<file path="src/rtl/window_gen_pkg.sv">
// window_gen_pkg: shared types and default sizes for the window generator.
// Holds the run-state enum and the default counter width / channel count.
package window_gen_pkg;

   typedef enum logic {
      IDLE = 1'b0,
      RUN  = 1'b1
   } state_e;

   localparam int DEF_CNT_W  = 32;
   localparam int DEF_NUM_CH = 2;

endpackage

</file>
<file path="src/rtl/window_gen_chan.sv">
// window_gen_chan: one window channel with shadow ON/OFF counts, compare and
// set/clear flop. Ports: clk, rst (async high), cap_i (shadow capture strobe),
// run_i (evaluate this cycle), clr_i (force window low), cnt_i (frame counter),
// on_i/off_i (live counts), win_o (registered window).
// With WINDOW_GEN_CFG_CHECK_EN: period_i (live period), err_o (cfg error flag).
module window_gen_chan
   import window_gen_pkg::*;
#(
   parameter int CNT_W = DEF_CNT_W
) (
   input  logic             clk,
   input  logic             rst,
   input  logic             cap_i,
   input  logic             run_i,
   input  logic             clr_i,
   input  logic [CNT_W-1:0] cnt_i,
   input  logic [CNT_W-1:0] on_i,
   input  logic [CNT_W-1:0] off_i,
`ifdef WINDOW_GEN_CFG_CHECK_EN
   input  logic [CNT_W-1:0] period_i,
   output logic             err_o,
`endif
   output logic             win_o
);

   logic [CNT_W-1:0] on_q;
   logic [CNT_W-1:0] off_q;
   logic             win_q;
   logic             win_d;
   logic             blk;

`ifdef WINDOW_GEN_CFG_CHECK_EN
   logic err_q;
   logic bad;

   // Judged on the live inputs so the flag lands with the shadow copy.
   assign bad   = (on_i >= off_i) || (off_i > period_i);
   assign blk   = err_q;
   assign err_o = err_q;

   always_ff @(posedge clk or posedge rst) begin
      if (rst) begin
         err_q <= 1'b0;
      end else if (cap_i) begin
         err_q <= bad;
      end
   end
`else
   assign blk = 1'b0;
`endif

   // Clear beats everything; OFF beats ON on the same count.
   always_comb begin
      win_d = win_q;
      if (clr_i) begin
         win_d = 1'b0;
      end else if (run_i) begin
         if (cnt_i == off_q) begin
            win_d = 1'b0;
         end else if ((cnt_i == on_q) && !blk) begin
            win_d = 1'b1;
         end
      end
   end

   always_ff @(posedge clk or posedge rst) begin
      if (rst) begin
         on_q  <= '0;
         off_q <= '0;
         win_q <= 1'b0;
      end else begin
         if (cap_i) begin
            on_q  <= on_i;
            off_q <= off_i;
         end
         win_q <= win_d;
      end
   end

   assign win_o = win_q;

endmodule

</file>
<file path="src/rtl/window_gen.sv">
// window_gen: shared frame counter + IDLE/RUN control driving NUM_CH windows.
// Ports: clk, rst (async high), en, mode (0 periodic / 1 one-shot), start,
// period, ch_on, ch_off (packed per channel), win_out, frame_done, busy.
// Option WINDOW_GEN_CFG_CHECK_EN adds cfg_err (per-channel config error).
module window_gen
   import window_gen_pkg::*;
#(
   parameter int CNT_W  = DEF_CNT_W,
   parameter int NUM_CH = DEF_NUM_CH
) (
   input  logic                    clk,
   input  logic                    rst,
   input  logic                    en,
   input  logic                    mode,
   input  logic                    start,
   input  logic [CNT_W-1:0]        period,
   input  logic [NUM_CH*CNT_W-1:0] ch_on,
   input  logic [NUM_CH*CNT_W-1:0] ch_off,
   output logic [NUM_CH-1:0]       win_out,
   output logic                    frame_done,
`ifdef WINDOW_GEN_CFG_CHECK_EN
   output logic [NUM_CH-1:0]       cfg_err,
`endif
   output logic                    busy
);

   localparam logic [CNT_W-1:0] ONE = CNT_W'(1);

   state_e           state_q;
   logic [CNT_W-1:0] cnt_q;
   logic [CNT_W-1:0] period_q;
   logic             mode_q;
   logic             fdone_q;

   logic launch;
   logic run_ok;
   logic fend;
   logic abort;
   logic cap;
   logic clr;

   always_comb begin
      launch = (state_q == IDLE) && en && (!mode || start);
      run_ok = (state_q == RUN) && en;
      fend   = run_ok && (cnt_q == period_q);
      abort  = (state_q == RUN) && !en;
      // Shadows refresh on launch and on every periodic frame wrap.
      cap    = launch || (fend && !mode_q);
      clr    = abort || fend;
   end

   always_ff @(posedge clk or posedge rst) begin
      if (rst) begin
         state_q  <= IDLE;
         cnt_q    <= '0;
         period_q <= '0;
         mode_q   <= 1'b0;
         fdone_q  <= 1'b0;
      end else begin
         unique case (state_q)
            IDLE: begin
               cnt_q   <= '0;
               fdone_q <= 1'b0;
               if (launch) begin
                  state_q  <= RUN;
                  period_q <= period;
                  mode_q   <= mode;
               end
            end
            RUN: begin
               if (!en) begin
                  state_q <= IDLE;
                  cnt_q   <= '0;
                  fdone_q <= 1'b0;
               end else if (cnt_q == period_q) begin
                  fdone_q <= 1'b1;
                  cnt_q   <= '0;
                  if (mode_q) begin
                     state_q <= IDLE;
                  end else begin
                     period_q <= period;
                     mode_q   <= mode;
                  end
               end else begin
                  fdone_q <= 1'b0;
                  cnt_q   <= cnt_q + ONE;
               end
            end
            default: begin
               state_q <= IDLE;
            end
         endcase
      end
   end

   for (genvar i = 0; i < NUM_CH; i++) begin : g_ch
      window_gen_chan #(
         .CNT_W(CNT_W)
      ) u_chan (
         .clk     (clk),
         .rst     (rst),
         .cap_i   (cap),
         .run_i   (run_ok),
         .clr_i   (clr),
         .cnt_i   (cnt_q),
         .on_i    (ch_on[i*CNT_W +: CNT_W]),
         .off_i   (ch_off[i*CNT_W +: CNT_W]),
`ifdef WINDOW_GEN_CFG_CHECK_EN
         .period_i(period),
         .err_o   (cfg_err[i]),
`endif
         .win_o   (win_out[i])
      );
   end

   assign frame_done = fdone_q;
   assign busy       = (state_q == RUN);

endmodule

</file>
<file path="config.mk">
export PLATFORM = sky130hd
export DESIGN_NAME = window_gen
export DESIGN_NICKNAME = d
export VERILOG_FILES = /design/src/rtl/window_gen_pkg.sv /design/src/rtl/window_gen_chan.sv /design/src/rtl/window_gen.sv
export SDC_FILE = /design/constraint.sdc
export NUM_CORES = 1
export LEC_CHECK = 0
export CAP_MARGIN = 40
export CORE_ASPECT_RATIO = 0.6
export CORE_UTILIZATION = 40
export CTS_BUF_LIST = sky130_fd_sc_hd__clkbuf_2 sky130_fd_sc_hd__clkbuf_4 sky130_fd_sc_hd__clkbuf_8
export DETAILED_ROUTE_END_ITERATION = 8
export PLACE_DENSITY_LB_ADDON = 0.15
export SLEW_MARGIN = 15
export SYNTH_ARGS = -nofsm -noshare
export SYNTH_HDL_FRONTEND = slang
export SYNTH_HIERARCHICAL = 1
export SYNTH_SLANG_ARGS = --single-unit
</file>
<file path="constraint.sdc">
create_clock -name clk -period 2.5 [get_ports clk]
set_input_delay 0.375 -clock clk [delete_from_list [all_inputs] [get_ports clk]]
set_output_delay 0.375 -clock clk [all_outputs]
set_load 0.05 [all_outputs]
</file>
==> impl_metrics.json <==
{
  "p_leak_nw": 5.15,
  "grt_pass1_vias": 6451,
  "nNetsFinal": 1114,
  "grt_usage": 0.243,
  "layout_setup_ws_ns": 0.190,
  "post_cts_buffers": 0,
  "cts.sinks": 197,
  "setup_tns_ns": 0,
  "yosysTopAreaCellShare": 0.516,
  "yosysMostFrequentCell": "dfrtp_1",
  "worstPathMaxFanout": 37,
  "critPathKind": "flop to flop",
  "synth_area_leaders": "dfrtp_1 (52%), mux2_2 (15%), xnor2_1 (9.8%)",
  "cts_resized": 0,
  "power_mw": 11.6,
  "fp.dieH_um": 122,
  "syn_to_final_growth_pct": 30.0,
  "cts_hold_buffers": 0,
  "synth_area_leader_cell": "dfrtp_1",
  "p_int_mw": 8.06,
  "ys.flop_type": "dfrtp_1",
  "gp_congestion": 0.832,
  "drtPass1Iterations": 5,
  "skew_ns": 0.0147,
  "synth_seq_cells": 197,
  "io_pins": 169,
  "power_frac_clock": 0.195,
  "routed_wl_mm": 28.2,
  "grt-ovfl-total": 0,
  "clock_path_buffers": 2,
  "outcome": "complete, no violations",
  "reg2reg_depth": 7,
  "syn_avg_cell_area_um2": 13.0,
  "slew_violations": 0,
  "cts_tree": "yes",
  "yosys_warnings": 6,
  "hp-class": "input pin to asynchronous set/reset pin",
  "synth_nets": 902,
  "p_sw_frac": 0.306,
  "syn_inst": 736,
  "period_minus_slack_ns": 2.31,
  "startpoint_type": "flop",
  "drv_cap": 0,
  "crit_path_end_kind": "flop",
  "fmax_mhz": 433,
  "drc_errors": 0,
  "drt_iter0_markers": 381,
  "grt_max_degree": 66,
  "p_sw_mw": 3.55,
  "powerDensity_nw_per_um2": 935,
  "peakVddDrop_uv": 439,
  "finalCritPeriodShare": 0.924,
  "clockRootBuffer": "clkbuf_8",
  "port_buffers": 168,
  "numCtsBuffers": 17,
  "num_vias": 6416,
  "cp.required_ns": 2.86,
  "fp-row-count": 43,
  "worst_slew_pin_slew_ns": 0.541,
  "crit_arrival_ns": 2.67,
  "wl_per_cell_um": 22.1,
  "hpwl_mm": 20.5,
  "hold_viol_final": 0,
  "synth_edf_count": 0,
  "drive_gt1_frac": 0.257,
  "ys_types": 30,
  "start_util": 0.411,
  "core_region_area_um2": 23200,
  "vias_per_cell": 5.03,
  "synthTopCellsByCount": "dfrtp_1 (197), mux2_2 (131), xnor2_1 (107)",
  "clk_pin_slew_ns": 0.10,
  "p_seq_frac": 0.484,
  "die_x_um": 201,
  "diodes": 0,
  "setup_violations": 0,
  "grt_pass1_wl_mm": 42.3,
  "clk_latency_ns": 0.48,
  "preCtsSetupSlack_ns": 0.172,
  "ant_nets": 0,
  "synth_seq_area_share": 0.516,
  "synth_area_um2": 9550,
  "power_frac_comb": 0.320,
  "slew_headroom": 0.638,
  "fin_util": 0.534,
  "rsz0062_at_grt": "false",
  "htree_levels": 4,
  "dieArea_um2": 24500,
  "antenna_found_initial": 0,
  "synthArstFlopShare": 1.00
}
## power by group through the flow
stage / Sequential, mW / Clock [mW] / Combinational [mW]
6_report: 5.62 / 2.27 / 3.72
5_1_grt: 5.79 / 2.46 / 4.06
4_1_cts: 5.62 / 2.32 / 3.75
3_5_place_dp: 5.68 / 0 / 3.71
3_3_place_gp: 5.66 / 0 / 3.66
2_1_floorplan: 5.35 / 0 / 2.92
## area by class of cell
type / count / area [um2]
timing repair buffer: 215 / 2150
clock inverter: 10 / 145
fill: 2073 / 10800
multi-input combinational: 507 / 4470
sequential: 197 / 4930
inverter: 10 / 40.0
clock buffer: 22 / 290
tap: 315 / 394
## cell usage in the layout (no fill, tap or decap), drive strengths merged, types with 16 or more instances in the layout
| cell | Yosys | final |
|---|---|---|
| clkdlybuf4s50 | 0 | 168 |
| mux2 | 160 | 160 |
| xnor2 | 107 | 107 |
| xor2 | 83 | 83 |
| nor2 | 39 | 39 |
| nor3 | 16 | 16 |
| nand4 | 30 | 30 |
| buf | 19 | 47 |
| dfrtp | 197 | 197 |
| clkbuf | 3 | 22 |
| nor4 | 21 | 21 |
## registers in the layout (all words and copies together), names as in the netlist
register           count
g_ch.u_chan/off_q     64
cnt_q                 32
g_ch.u_chan/win_o      2
frame_done             1
busy                   1
g_ch.u_chan/on_q      64
period_q              32
mode_q                 1
## critical path: stages, from the launching register on
cell	delay, ns
dfrtp_1	0.43
xnor2_1	0.20
nand4_1	0.18
nor4_4	0.39
a31oi_4	0.17
inv_4	0.19
buf_12	0.25
mux2_2	0.36
## metrics by stage
stage	hold slack, ns	std cells	area [um2]
5_1_grt	0.379	1276	12400
4_1_cts	0.347	1276	12400
3_3_place_gp	0.511	1244	12000
3_5_place_dp	0.516	1244	12000
2_1_floorplan	0.501	736	9570
6_report	0.387	1276	12400
## final timing paths
check,slack [ns],endpoint,from
max,0.19,g_ch[1].u_chan/on_q[17],period_q[1]
min,0.39,g_ch[1].u_chan/off_q[28],rst
max reg2reg,0.19,g_ch[1].u_chan/on_q[17],period_q[1]
min reg2reg,0.53,g_ch[1].u_chan/off_q[14],g_ch[1].u_chan/off_q[14]
max in group asynchronous,1.50,period_q[31],rst
min in group clk,0.49,g_ch[0].u_chan/on_q[25],ch_on[25]
## routing by layer
| metal | up-vias | track usage | share of wire |
|---|---|---|---|
| met1 | 3197 | 0.390 | 0.53 |
| li1 | 2967 | - | - |
| met4 | 0 | 0.0469 | 0.011 |
| met2 | 230 | 0.324 | 0.39 |
| met3 | 22 | 0.0583 | 0.068 |
| met5 | - | 0 | 0 |
## kinds of logic (layout without fill, tap and decap cells)
| group | Yosys count | count (layout) | share of synthesized area |
|---|---|---|---|
| flops | 197 | 197 | 0.516 |
| xor+xnor | 190 | 190 | 0.174 |
| mux | 160 | 160 | 0.200 |
| simple gates | 147 | 147 | 0.0836 |
| buf+inv | 32 | 257 | 0.0176 |
| compound gates | 9 | 9 | 0.00694 |
| fa+ha+maj | 1 | 1 | 0.00131 |
(Power assumes the default switching activity.)
